$ cat config.mk
export PLATFORM = sky130hd
export DESIGN_NAME = decode_stage
export DESIGN_NICKNAME = d
export VERILOG_FILES = /design/src/rtl/decode_stage_pkg.sv /design/src/rtl/decode_stage_inst_decoder.sv /design/src/rtl/decode_stage.sv
export SDC_FILE = /design/constraint.sdc
export NUM_CORES = 1
export LEC_CHECK = 0
export CAP_MARGIN = 20
export CORE_ASPECT_RATIO = 0.5
export CORE_MARGIN = 3
export CORE_UTILIZATION = 25
export CTS_BUF_LIST = sky130_fd_sc_hd__clkbuf_8
export DETAILED_ROUTE_END_ITERATION = 8
export GPL_TIMING_DRIVEN = 0
export PLACE_DENSITY = 0.48
export SKIP_CTS_REPAIR_TIMING = 1
export SLEW_MARGIN = 30
export SYNTH_ARGS = -nofsm -noshare
export SYNTH_HDL_FRONTEND = slang
export SYNTH_SLANG_ARGS = --single-unit
$ cat constraint.sdc
create_clock -name i_clk -period 3.5 [get_ports i_clk]
set_input_delay 0.7 -clock i_clk [delete_from_list [all_inputs] [get_ports i_clk]]
set_output_delay 0.7 -clock i_clk [all_outputs]
set_load 0.05 [all_outputs]
$ cat src/rtl/decode_stage_pkg.sv
// Shared types for the N-wide decode stage: opcodes, ALU op codes, skid states
// and the per-lane decode record.
package decode_stage_pkg;

  localparam int DEC_XLEN = 32;

  localparam logic [6:0] OP_R     = 7'b0110011;
  localparam logic [6:0] OP_IMM   = 7'b0010011;
  localparam logic [6:0] OP_LOAD  = 7'b0000011;
  localparam logic [6:0] OP_STORE = 7'b0100011;

  typedef enum logic [2:0] {
    ALU_NOP = 3'b000,
    ALU_ADD = 3'b001,
    ALU_SUB = 3'b010,
    ALU_XOR = 3'b011,
    ALU_AND = 3'b100,
    ALU_SRA = 3'b101,
    ALU_OR  = 3'b110,
    ALU_SLL = 3'b111
  } alu_op_e;

  typedef enum logic [1:0] {
    ST_EMPTY = 2'b00,
    ST_ONE   = 2'b01,
    ST_FULL  = 2'b10
  } skid_state_e;

  typedef struct packed {
    logic                lane_valid;
    logic                illegal;
    logic [4:0]          src0;
    logic [4:0]          src1;
    logic [4:0]          dst;
    logic [DEC_XLEN-1:0] imm;
    alu_op_e             alu_op;
    logic                alu_src;
    logic                reg_write;
    logic                mem_to_reg;
    logic                mem_read;
    logic                mem_write;
  } decode_struct;

endpackage

$ cat src/rtl/decode_stage_inst_decoder.sv
// Single-lane combinational decoder for R/I/load/store formats; unknown
// encodings collapse to an illegal NOP, masked lanes to a plain NOP.
module inst_decoder
  import decode_stage_pkg::*;
#(
  parameter int XLEN = DEC_XLEN
) (
  input  logic [31:0]  inst,
  input  logic         lane_en,
  output decode_struct dec
);

  logic [6:0]      opcode_s;
  logic [2:0]      funct3_s;
  logic [6:0]      funct7_s;
  logic [XLEN-1:0] imm_i_s;
  logic [XLEN-1:0] imm_s_s;
  decode_struct    raw_s;
  logic            bad_s;

  assign opcode_s = inst[6:0];
  assign funct3_s = inst[14:12];
  assign funct7_s = inst[31:25];
  assign imm_i_s  = {{(XLEN-12){inst[31]}}, inst[31:20]};
  assign imm_s_s  = {{(XLEN-12){inst[31]}}, inst[31:25], inst[11:7]};

  // Format decode, then illegal/mask squashing
  always_comb begin
    raw_s = '0;
    bad_s = 1'b0;
    case (opcode_s)
      OP_R: begin
        raw_s.src0       = inst[19:15];
        raw_s.src1       = inst[24:20];
        raw_s.dst        = inst[11:7];
        raw_s.reg_write  = 1'b1;
        raw_s.mem_to_reg = 1'b1;
        case ({funct7_s, funct3_s})
          {7'h00, 3'd0}: raw_s.alu_op = ALU_ADD;
          {7'h20, 3'd0}: raw_s.alu_op = ALU_SUB;
          {7'h00, 3'd4}: raw_s.alu_op = ALU_XOR;
          {7'h20, 3'd5}: raw_s.alu_op = ALU_SRA;
          {7'h00, 3'd6}: raw_s.alu_op = ALU_OR;
          {7'h00, 3'd7}: raw_s.alu_op = ALU_AND;
          {7'h00, 3'd1}: raw_s.alu_op = ALU_SLL;
          default:       bad_s        = 1'b1;
        endcase
      end
      OP_IMM: begin
        raw_s.src0       = inst[19:15];
        raw_s.dst        = inst[11:7];
        raw_s.imm        = imm_i_s;
        raw_s.alu_src    = 1'b1;
        raw_s.reg_write  = 1'b1;
        raw_s.mem_to_reg = 1'b1;
        case (funct3_s)
          3'd0:    raw_s.alu_op = ALU_ADD;
          3'd4:    raw_s.alu_op = ALU_XOR;
          3'd6:    raw_s.alu_op = ALU_OR;
          3'd7:    raw_s.alu_op = ALU_AND;
          default: bad_s        = 1'b1;
        endcase
      end
      OP_LOAD: begin
        raw_s.src0      = inst[19:15];
        raw_s.dst       = inst[11:7];
        raw_s.imm       = imm_i_s;
        raw_s.alu_op    = ALU_ADD;
        raw_s.alu_src   = 1'b1;
        raw_s.reg_write = 1'b1;
        raw_s.mem_read  = 1'b1;
      end
      OP_STORE: begin
        raw_s.src0      = inst[19:15];
        raw_s.src1      = inst[24:20];
        raw_s.imm       = imm_s_s;
        raw_s.alu_op    = ALU_ADD;
        raw_s.alu_src   = 1'b1;
        raw_s.mem_write = 1'b1;
      end
      default: bad_s = 1'b1;
    endcase
    // Writes to x0 are architecturally discarded
    raw_s.reg_write = raw_s.reg_write & (|raw_s.dst);

    dec = '0;
    if (!lane_en) begin
      dec = '0;
    end else if (bad_s) begin
      dec.lane_valid = 1'b1;
      dec.illegal    = 1'b1;
    end else begin
      dec            = raw_s;
      dec.lane_valid = 1'b1;
    end
  end

endmodule

$ cat src/rtl/decode_stage.sv
// N-wide decode stage: per-lane decoders feeding a registered valid/ready
// output with a two-entry skid buffer. Optional trace: DECODE_TRACE_EN.
module decode_stage
  import decode_stage_pkg::*;
#(
  parameter int ISSUE_WIDTH = 2,
  parameter int XLEN        = DEC_XLEN
) (
  input  logic                   i_clk,
  input  logic                   i_rst_n,
  input  logic                   i_flush,
  input  logic                   i_valid,
  output logic                   o_ready,
  input  logic [31:0]            i_insts [0:ISSUE_WIDTH-1],
  input  logic [ISSUE_WIDTH-1:0] i_lane_mask,
  output logic                   o_valid,
  input  logic                   i_ready,
  output decode_struct           o_decode_data [0:ISSUE_WIDTH-1]
);

  decode_struct dec_s  [0:ISSUE_WIDTH-1];
  decode_struct main_r [0:ISSUE_WIDTH-1];
  decode_struct skid_r [0:ISSUE_WIDTH-1];

  skid_state_e state_r;
  skid_state_e next_s;
  logic        valid_r;
  logic        ready_r;
  logic        accept_s;
  logic        xfer_s;
  logic        load_main_s;
  logic        load_skid_s;
  logic        pop_skid_s;

  for (genvar g = 0; g < ISSUE_WIDTH; g++) begin : g_lane
    inst_decoder #(.XLEN(XLEN)) u_dec (
      .inst    (i_insts[g]),
      .lane_en (i_lane_mask[g]),
      .dec     (dec_s[g])
    );
  end

  assign accept_s = i_valid & ready_r;
  assign xfer_s   = valid_r & i_ready;

  // Next-state and buffer steering; flush overrides everything
  always_comb begin
    next_s      = state_r;
    load_main_s = 1'b0;
    load_skid_s = 1'b0;
    pop_skid_s  = 1'b0;
    if (i_flush) begin
      next_s = ST_EMPTY;
    end else begin
      case (state_r)
        ST_EMPTY: begin
          if (accept_s) begin
            next_s      = ST_ONE;
            load_main_s = 1'b1;
          end else begin
            next_s = ST_EMPTY;
          end
        end
        ST_ONE: begin
          if (accept_s && xfer_s) begin
            next_s      = ST_ONE;
            load_main_s = 1'b1;
          end else if (accept_s) begin
            next_s      = ST_FULL;
            load_skid_s = 1'b1;
          end else if (xfer_s) begin
            next_s = ST_EMPTY;
          end else begin
            next_s = ST_ONE;
          end
        end
        ST_FULL: begin
          if (xfer_s) begin
            next_s     = ST_ONE;
            pop_skid_s = 1'b1;
          end else begin
            next_s = ST_FULL;
          end
        end
        default: next_s = ST_EMPTY;
      endcase
    end
  end

  // State plus registered handshake flags derived from the next state
  always_ff @(posedge i_clk) begin
    if (!i_rst_n) begin
      state_r <= ST_EMPTY;
      valid_r <= 1'b0;
      ready_r <= 1'b1;
    end else begin
      state_r <= next_s;
      valid_r <= (next_s != ST_EMPTY);
      ready_r <= (next_s != ST_FULL);
    end
  end

  // Main/skid data registers
  always_ff @(posedge i_clk) begin
    if (!i_rst_n) begin
      for (int l = 0; l < ISSUE_WIDTH; l++) begin
        main_r[l] <= '0;
        skid_r[l] <= '0;
      end
    end else begin
      for (int l = 0; l < ISSUE_WIDTH; l++) begin
        if (load_main_s) begin
          main_r[l] <= dec_s[l];
        end else if (pop_skid_s) begin
          main_r[l] <= skid_r[l];
        end else begin
          main_r[l] <= main_r[l];
        end
        if (load_skid_s) begin
          skid_r[l] <= dec_s[l];
        end else begin
          skid_r[l] <= skid_r[l];
        end
      end
    end
  end

  assign o_valid       = valid_r;
  assign o_ready       = ready_r;
  assign o_decode_data = main_r;

`ifdef DECODE_TRACE_EN
  // Simulation-only trace of every accepted bundle
  always @(posedge i_clk) begin
    if (i_rst_n && !i_flush && accept_s) begin
      for (int l = 0; l < ISSUE_WIDTH; l++) begin
        $display("decode lane %0d fmt=%s src0=%0d src1=%0d dst=%0d imm=%h", l,
                 (!dec_s[l].lane_valid) ? "off" :
                 dec_s[l].illegal ? "ill" :
                 (i_insts[l][6:0] == OP_R) ? "R" :
                 (i_insts[l][6:0] == OP_IMM) ? "I" :
                 (i_insts[l][6:0] == OP_LOAD) ? "L" : "S",
                 dec_s[l].src0, dec_s[l].src1, dec_s[l].dst, dec_s[l].imm);
      end
    end
  end
`else
`endif

endmodule

Word-level counts from Yosys, hierarchy flattened

Memories as Yosys holds them, arrays and structs flattened.
Index checks and enable logic that the tools add are counted.

Equality and inequality tests: 29
Bitwise gates (word level): 8
Reductions and logical operators: 28
Multiplexer cells: 68

Operators by type and width:

| cell                                                             | number |
|---|---|
| 57-bit 2-to-1 mux                                                | 10 |
| 32-bit case mux with 2 select lines                              | 2 |
| 55-bit 2-to-1 mux                                                | 2 |
| 10-bit by 3-bit == test with 1-bit output, second input constant | 6 |
| 3-bit case mux with 7 select lines                               | 2 |
| 10-bit by 9-bit == test with 1-bit output, second input constant | 4 |
| 1-bit 2-to-1 mux                                                 | 34 |
| 5-bit 2-to-1 mux                                                 | 6 |
| 7-bit by 6-bit == test with 1-bit output, second input constant  | 4 |
| 3-bit case mux with 4 select lines                               | 2 |
| 10-bit by 1-bit == test with 1-bit output, second input constant | 2 |
| 10-bit logical NOT                                               | 2 |
| 3-bit == test, second input constant                             | 6 |
| 3-bit case mux with 3 select lines                               | 2 |
| 2-bit OR reduction                                               | 8 |
| 4-bit OR reduction                                               | 4 |
| 7-bit by 2-bit == test with 1-bit output, second input constant  | 2 |
| 7-bit by 5-bit == test with 1-bit output, second input constant  | 2 |
| 7-bit OR reduction                                               | 2 |
| 3-bit OR reduction                                               | 4 |
| 5-bit OR reduction                                               | 2 |
| 2-bit 2-to-1 mux                                                 | 4 |
| 3-bit logical NOT                                                | 2 |
| 1-bit case mux with 3 select lines                               | 2 |
| other kinds (10)                                                 | 17 |

Register bits: 118
Input bits: 71
Output and inout port bits: 116
Memories: 1
RAM bits: 114
Word-level logic and storage cells: 161

Memory list:

| name   | depth | bits a word | rd ports | clocked after memory_dff | write ports | RTL line           | RTL |
|---|---|---|---|---|---|---|---|
| skid_r | 2     | 57          | 2        | 0                        | 2           | decode_stage.sv:23 | `decode_struct skid_r [0:ISSUE_WIDTH-1];` |

Logic depth before layout (Yosys ltp)

Gate-level depths: netlist (run 1).

Depth in word-level cells: 10
Depth in mapped cells: 11
Gate-level depth less buffers: 9

Cells and area by module

Synthesis (run 1) repeated with hierarchy kept, for this count alone.

Cells, all modules: 888
Area total of the unflattened synthesis: 10,785.3 sq um

By module, submodules not included:

| module                          | cells an instance | area an instance (sq um) | sequential area each (sq um) | times used |
|---|---|---|---|---|
| decode_stage                    | 664               | 9,150.0                  | 5,785.5                      | 1 |
| inst_decoder at g_lane[0].u_dec | 113               | 885.8                    | 0.0                          | 1 |
| inst_decoder at g_lane[1].u_dec | 111               | 749.5                    | 0.0                          | 1 |

Worst setup path after synthesis (run 1)

OpenSTA, ideal clock, no wires.

Path kind: in2reg
Start point: input i_rst_n
End point: memory skid_r[0][0] (netlist bit) (enable)
Slack: 0.005 ns
Required time: 2.746 ns
Library setup time: 0.754 ns
Path buffers: 3
Arrival time: 2.742 ns
Cell stages on the path: 4
Path through: clkbuf_1 -> clkbuf_1 -> clkbuf_1 -> nand2_1

RTL lines:

| element            | RTL line           | RTL |
|---|---|---|
| start: declaration | decode_stage.sv:10 | `input logic i_rst_n,` |
| end: declaration   | decode_stage.sv:23 |  |

==> results.md, run 1 <==
- Status: completed
- # rows: 43
- Layout Skew: 0.0168 ns
- WHS: 0.441 ns
- DRT met1 WL: 12,300 µm
- Pwr Density: 416 nW/µm²
- Yosys reg bits: 152
- Unique masters post-synth: 58
- Worst R2R End: o_decode_data[69]
- Wire length per cell: 20.0 µm
- CTS tree: built
- Worst R2R Setup Slack: 0.49 ns
- Critical path class: primary input to flop
- Vias in the first global route: 6,571
- Clock transition at the registers of the reported paths: 0.10 ns
- CP delay by family, top: simple AND/OR/NAND/NOR gates
- Fraction of registers with async set/reset: 0%
- Worst VDD drop: 247 µV
- DRC: 0
- DPL Wire Length: 20,100 µm
- Worst path buffer plus inverter count: 1
- # setup viols final: 0
- Main synth FF type: dfxtp_1
- CP required: 3.82 ns
- Pin count of the biggest net entering global routing: 38
- Met2 wire length: 13,100 µm
- TritonCTS Buffers: 17
- Initial antenna violation count: 0
- Routed WL: 27,200 µm
- Met3 wire length: 1360 µm
- First-pass GRT wire length: 40,600 µm
- Hold WC Path Type: flop to flop
- RR Startpoint: state_r[1]
- Minimum clock period: 3.25 ns
- Number of nets in the layout: 1,037
- Worst path slowest cell: o22ai_1
- Initial Util: 26.0%
- RSZ-0062 raised after global routing: no
- Tcrit/Tclk final: 93.0%
- MaxCap Viol Count: 0
- Routed vias: 6,776
- Total gr overflow: 0
- Critical Path Sink Type: flop
- GPL Wtd Cong: 0.830
- Port bufs: 178
- Hold Crit Start: o_decode_data[55]
- Total Power: 4190 µW
- Sink Count: 152
- Max layer used: met4
- Fillers: 2,913
- Max-slew headroom: 35.8%
- H-tree depth: 4
- Overall die width: 249 µm
- Syn avg cell area: 9.62 µm²
- DRT Pass-1 Iters: 5
- Die area: 31,700 µm²
- Final Hold Vio Count: 0
- Core Util, Final: 35.5%
- Vias per cell: 4.99
- Max Buffers Root-to-Sink: 2
- # diodes: 0
- Warnings from Yosys: 0
- Leakage: 0.00362 µW
- Worst-Skew Late Latency: 0.47 ns
- Die H: 127 µm
- Hold endpoint: o_decode_data[55]
- Worst R2R Path Depth: 9
- Sequential cell area fraction in the yosys report: 51.4%
- Mapped cell area: 7360 µm²
- Synthesized instance count: 765
- Worst Path Max Fanout: 9
- Share of cells above drive strength 1: 9.62%
- CTS Root Cell: clkbuf_8
- 1st-iter DRT viols: 632
- WP data arrival: 3.57 ns
- Synthesized net count: 838
- Max stage delay on crit path: 0.73 ns
- Core area: 28,400 µm²
- EDFF count, synth: 74
- Fin. max-slew vios: 0
- Least-Margin Pin Slew: 0.956 ns
- Fmax: 0.307 GHz
- Hold Path Stages: 2
- Setup_tns: 0 ns
- Total track usage: 16.9%
- Io pins: 187
- Antenna viol nets, final: 0
- CP Cell Sequence: clkdlybuf4s50_1 -> or4_4 -> nor3_4 -> nand3_1 -> o22ai_1 -> nand4_1 -> nor2_1
- Worst setup SP type: primary input
- Synthesis-to-finish area growth: 36.7%
[registers in the layout, summed over array words and instances, names as in the netlist]
register / cells
o_decode_data: 74
skid_r: 74
state_r: 2
o_ready: 1
o_valid: 1
[through the flow]
step                std cells  instance area, µm²  setup slack, ns
finish                   1359               10100            0.245
global route             1359               10100            0.148
CTS                      1359               10100            0.171
detailed placement       1327                9680           -0.326
global placement         1325                9620            -2.01
floorplan                 765                7360          0.00459
[layout by cell type (no fill, tap or decap), types with 6 or more instances in the layout]
master / instances
a21oi_1: 65
a22o_1: 31
a31oi_1: 8
and2_1: 21
and3_1: 31
buf_2: 8
buf_4: 40
clkbuf_1: 49
clkbuf_8: 18
clkdlybuf4s50_1: 178
dfxtp_1: 78
edfxtp_1: 74
inv_1: 11
inv_6: 6
nand2_1: 56
nand3_1: 25
nor2_1: 46
nor2b_1: 17
nor3_1: 10
nor3b_1: 10
nor4_1: 8
o2111ai_1: 8
o211a_1: 6
o21a_1: 7
o21ai_0: 57
o21ai_1: 6
o221ai_1: 18
o22ai_1: 7
o31ai_1: 7
[cell usage after synthesis, types with 7 or more instances]
| library cell | instances | share of area [%] |
|---|---|---|
| nor2_1 | 47 | 2.4 |
| buf_4 | 40 | 4.1 |
| nand3_1 | 25 | 1.7 |
| and2_1 | 21 | 1.8 |
| a22o_1 | 31 | 3.7 |
| edfxtp_1 | 74 | 30 |
| o21a_1 | 7 | 0.71 |
| o2111ai_1 | 8 | 0.95 |
| nand2_1 | 57 | 2.9 |
| a31oi_1 | 8 | 0.68 |
| o22ai_1 | 7 | 0.59 |
| and3_1 | 31 | 2.6 |
| o21ai_0 | 57 | 3.9 |
| o221ai_1 | 18 | 2.1 |
| nor3_1 | 10 | 0.68 |
| a21oi_1 | 65 | 4.4 |
| inv_1 | 11 | 0.56 |
| buf_2 | 8 | 0.54 |
| o31ai_1 | 7 | 0.71 |
| dfxtp_1 | 78 | 21 |
| nor3b_1 | 10 | 1.0 |
| nor2b_1 | 17 | 1.4 |
| clkbuf_1 | 49 | 2.5 |
| nor4_1 | 8 | 0.68 |
[worst register-to-register path: cells and delay by family (launching register included)]
kind                   cells  cell delay, ns
flip-flops                 1            0.31
buffers and inverters      4            1.06
AND/OR/NAND/NOR            1            0.79
AO/OA/AOI/OAI              4            0.75
[per-layer routing]
layer | track usage [%] | vias to the layer above
met2 | 28.4 | 210
met1 | 22.3 | 3347
met4 | 4.69 | 0
li1 | - | 3199
met5 | 0 | -
met3 | 3.07 | 20
[layout make-up]
| class | instances | area, µm² | area share [%] |
|---|---|---|---|
| Clock buffer | 18 | 248 | 2.46 |
| Tap cell | 382 | 478 | 4.75 |
| Inverter | 13 | 48.8 | 0.485 |
| Multi-Input combinational cell | 499 | 3010 | 29.9 |
| Buffer | 101 | 539 | 5.36 |
| Sequential cell | 152 | 3780 | 37.6 |
| Timing Repair Buffer | 180 | 1820 | 18.1 |
| Clock inverter | 14 | 136 | 1.36 |
[cells by family after synthesis]
group                    count (synthesis)  share of synthesized area [%]
buffers and inverters                  114                           7.99
AND/OR/NAND/NOR                        247                           17.7
XOR/XNOR                                 5                          0.595
AO/OA/AOI/OAI                          245                           22.0
flip-flops                             152                           51.4
adder cells (fa/ha/maj)                  2                          0.340
[report_power, final]
group / switching, µW / leakage (µW) / internal [µW]
Sequential: 47.9 / 0.00139 / 1940
Combinational: 540 / 0.00204 / 300
Clock: 765 / 0.000187 / 596
Total: 1350 / 0.00362 / 2840
[worst max-delay path by stage]
stage               depth (start not counted)                to  slack, ns        start
floorplan                                   4      skid_r[0][0]      0.005      i_rst_n
global placement                            4     skid_r[0][41]      -2.01      i_rst_n
detailed placement                         10  o_decode_data[0]      -0.33      i_valid
CTS                                        10  o_decode_data[0]       0.17      i_valid
global route                                7      skid_r[0][7]       0.15  i_insts[57]
finish                                      7      skid_r[0][7]       0.25  i_insts[57]
Note: power is estimated with default switching activity, not from simulation.
==> run 2: changes to the inputs <==
==> constraint.sdc (replaced) <==
create_clock -name i_clk -period 2.9 [get_ports i_clk]
set_input_delay 0.58 -clock i_clk [delete_from_list [all_inputs] [get_ports i_clk]]
set_output_delay 0.58 -clock i_clk [all_outputs]
set_load 0.05 [all_outputs]
==> results.md, run 2 (synthesis results as in run 1) <==
- Status: completed
- Worst R2R End: o_decode_data[55]
- Routed vias: 6,690
- Final Hold Vio Count: 0
- Crit path depth: 4
- Number of nets in the layout: 1,035
- Critical Path Sink Type: flop
- Seq pwr share: 46.8%
- First-pass GRT wire length: 40,400 µm
- Total track usage: 16.7%
- 1st-iter DRT viols: 686
- Critical path class: primary input to flop
- H-tree depth: 4
- Worst VDD drop: 312 µV
- Hold Crit Start: o_decode_data[55]
- Worst setup SP type: primary input
- Worst-Skew Late Latency: 0.47 ns
- Synthesis-to-finish area growth: 36.9%
- Cell mode on critical path: clkbuf_1
- Total gr overflow: 0
- CTS Root Cell: clkbuf_8
- Max stage delay on crit path: 0.76 ns
- Most common cell after layout, fill and taps aside: clkdlybuf4s50_1
- RSZ-0062 raised after global routing: no
- # setup viols final: 0
- Cells after DPL: 1,325
- DRT Pass-1 Iters: 5
- Leakage: 0.00365 µW
- Core area: 28,400 µm²
- Overall die width: 249 µm
- CP delay by family, top: buffers and inverters
- Layout Skew: 0.0101 ns
- Max Buffers Root-to-Sink: 2
- Vias in the first global route: 6,405
- Total Power: 5120 µW
- Least-Margin Pin Slew: 0.948 ns
- Pwr Density: 508 nW/µm²
- CP Cell Sequence: clkbuf_1 -> clkbuf_1 -> clkbuf_1 -> nand2_8
- Initial antenna violation count: 0
- Clock share of power: 33.5%
- Hold endpoint: o_decode_data[55]
- CTS tree: built
- Worst Path Max Fanout: 74
- Clock transition at the registers of the reported paths: 0.08 ns
- Sink Count: 152
- Worst R2R Setup Slack: 0.23 ns
- Final Non-Filler Cells: 1,357
- Io pins: 187
- Hold WC Path Type: flop to flop
- Hold Path Stages: 2
- Post-place setup slack: -0.646 ns
- Worst path slowest cell: clkbuf_1
- CP required: 2.93 ns
- Tcrit/Tclk final: 96.9%
- RR Startpoint: state_r[0]
- Antenna viol nets, final: 0
- Sw Ratio: 30.2%
- Port bufs: 178
- Fmax: 0.356 GHz
- Psw: 1550 µW
- DPL Wire Length: 19,900 µm
- # rows: 43
- Wire length per cell: 19.9 µm
- GPL Wtd Cong: 0.822
- Fin. max-slew vios: 0
- Vias per cell: 4.93
- WP data arrival: 2.84 ns
- DRC: 0
- # diodes: 0
- Worst R2R Path Depth: 6
- Setup slack after layout: 0.0892 ns
- Share of cells above drive strength 1: 9.95%
- TritonCTS Buffers: 17
- Commonest cells after routing, fill and taps aside: 178 x clkdlybuf4s50_1, 76 x dfxtp_1, 74 x edfxtp_1
- Fin area: 10,100 µm²
- Initial Util: 26.0%
- MaxCap Viol Count: 0
- Pin count of the biggest net entering global routing: 75
- Routed WL: 27,000 µm
- Area after DPL: 9650 µm²
- Max-slew headroom: 36.8%
- Die H: 127 µm
- Minimum clock period: 2.81 ns
- Internal Power: 3580 µW
- Worst path buffer plus inverter count: 3
- Die area: 31,700 µm²
- Comb power frac: 19.7%
run 2: how the worst max path moves through the flow:
stage,start,to
2_1_floorplan,i_rst_n,skid_r[0][0]
3_3_place_gp,i_rst_n,skid_r[0][42]
3_5_place_dp,i_insts[57],skid_r[0][7]
4_1_cts,i_insts[57],skid_r[0][7]
5_1_grt,i_rst_n,skid_r[0][7]
6_report,i_rst_n,skid_r[0][42]
run 2: stage by stage:
step | TNS [ns] | hold slack (ns) | utilization (%)
finish | 0 | 0.447 | 35.6
global route | 0 | 0.479 | 35.6
CTS | -2.57 | 0.456 | 35.4
detailed placement | -62.90 | 0.444 | 34.0
global placement | -139.98 | 0.432 | 33.9
floorplan | 0 | 0.485 | -
run 2: layout make-up:
type / count / area, µm²
fill: 2835 / 18300
sequential: 152 / 3790
multi-input combinational: 499 / 3030
timing repair buffer: 178 / 1780
buffer: 101 / 551
tap: 382 / 478
clock buffer: 19 / 262
clock inverter: 13 / 139
inverter: 13 / 48.8
run 2: worst register-to-register path, delay by kind of cell, from the launching register on:
family          cells  cell delay (ns)
flops               1             0.30
buf+inv             2             0.61
compound gates      2             1.24
simple gates        2             0.40
run 2: layer usage:
metal / share of wire (%) / vias to the layer above / GRT usage, %
li1: - / 3205 / -
met1: 45 / 3264 / 22.3
met2: 48 / 196 / 27.7
met3: 5.2 / 25 / 3.17
met4: 1.7 / 0 / 5.24
met5: 0 / - / 0
run 2: power by group through the flow:
stage / sequential [µW] / combinational (µW) / clock (µW)
finish: 2400 / 1010 / 1720
global route: 2410 / 1060 / 1860
CTS: 2400 / 1010 / 1750
detailed placement: 2450 / 1000 / 0
floorplan: 2590 / 443 / 0
global placement: 2450 / 999 / 0
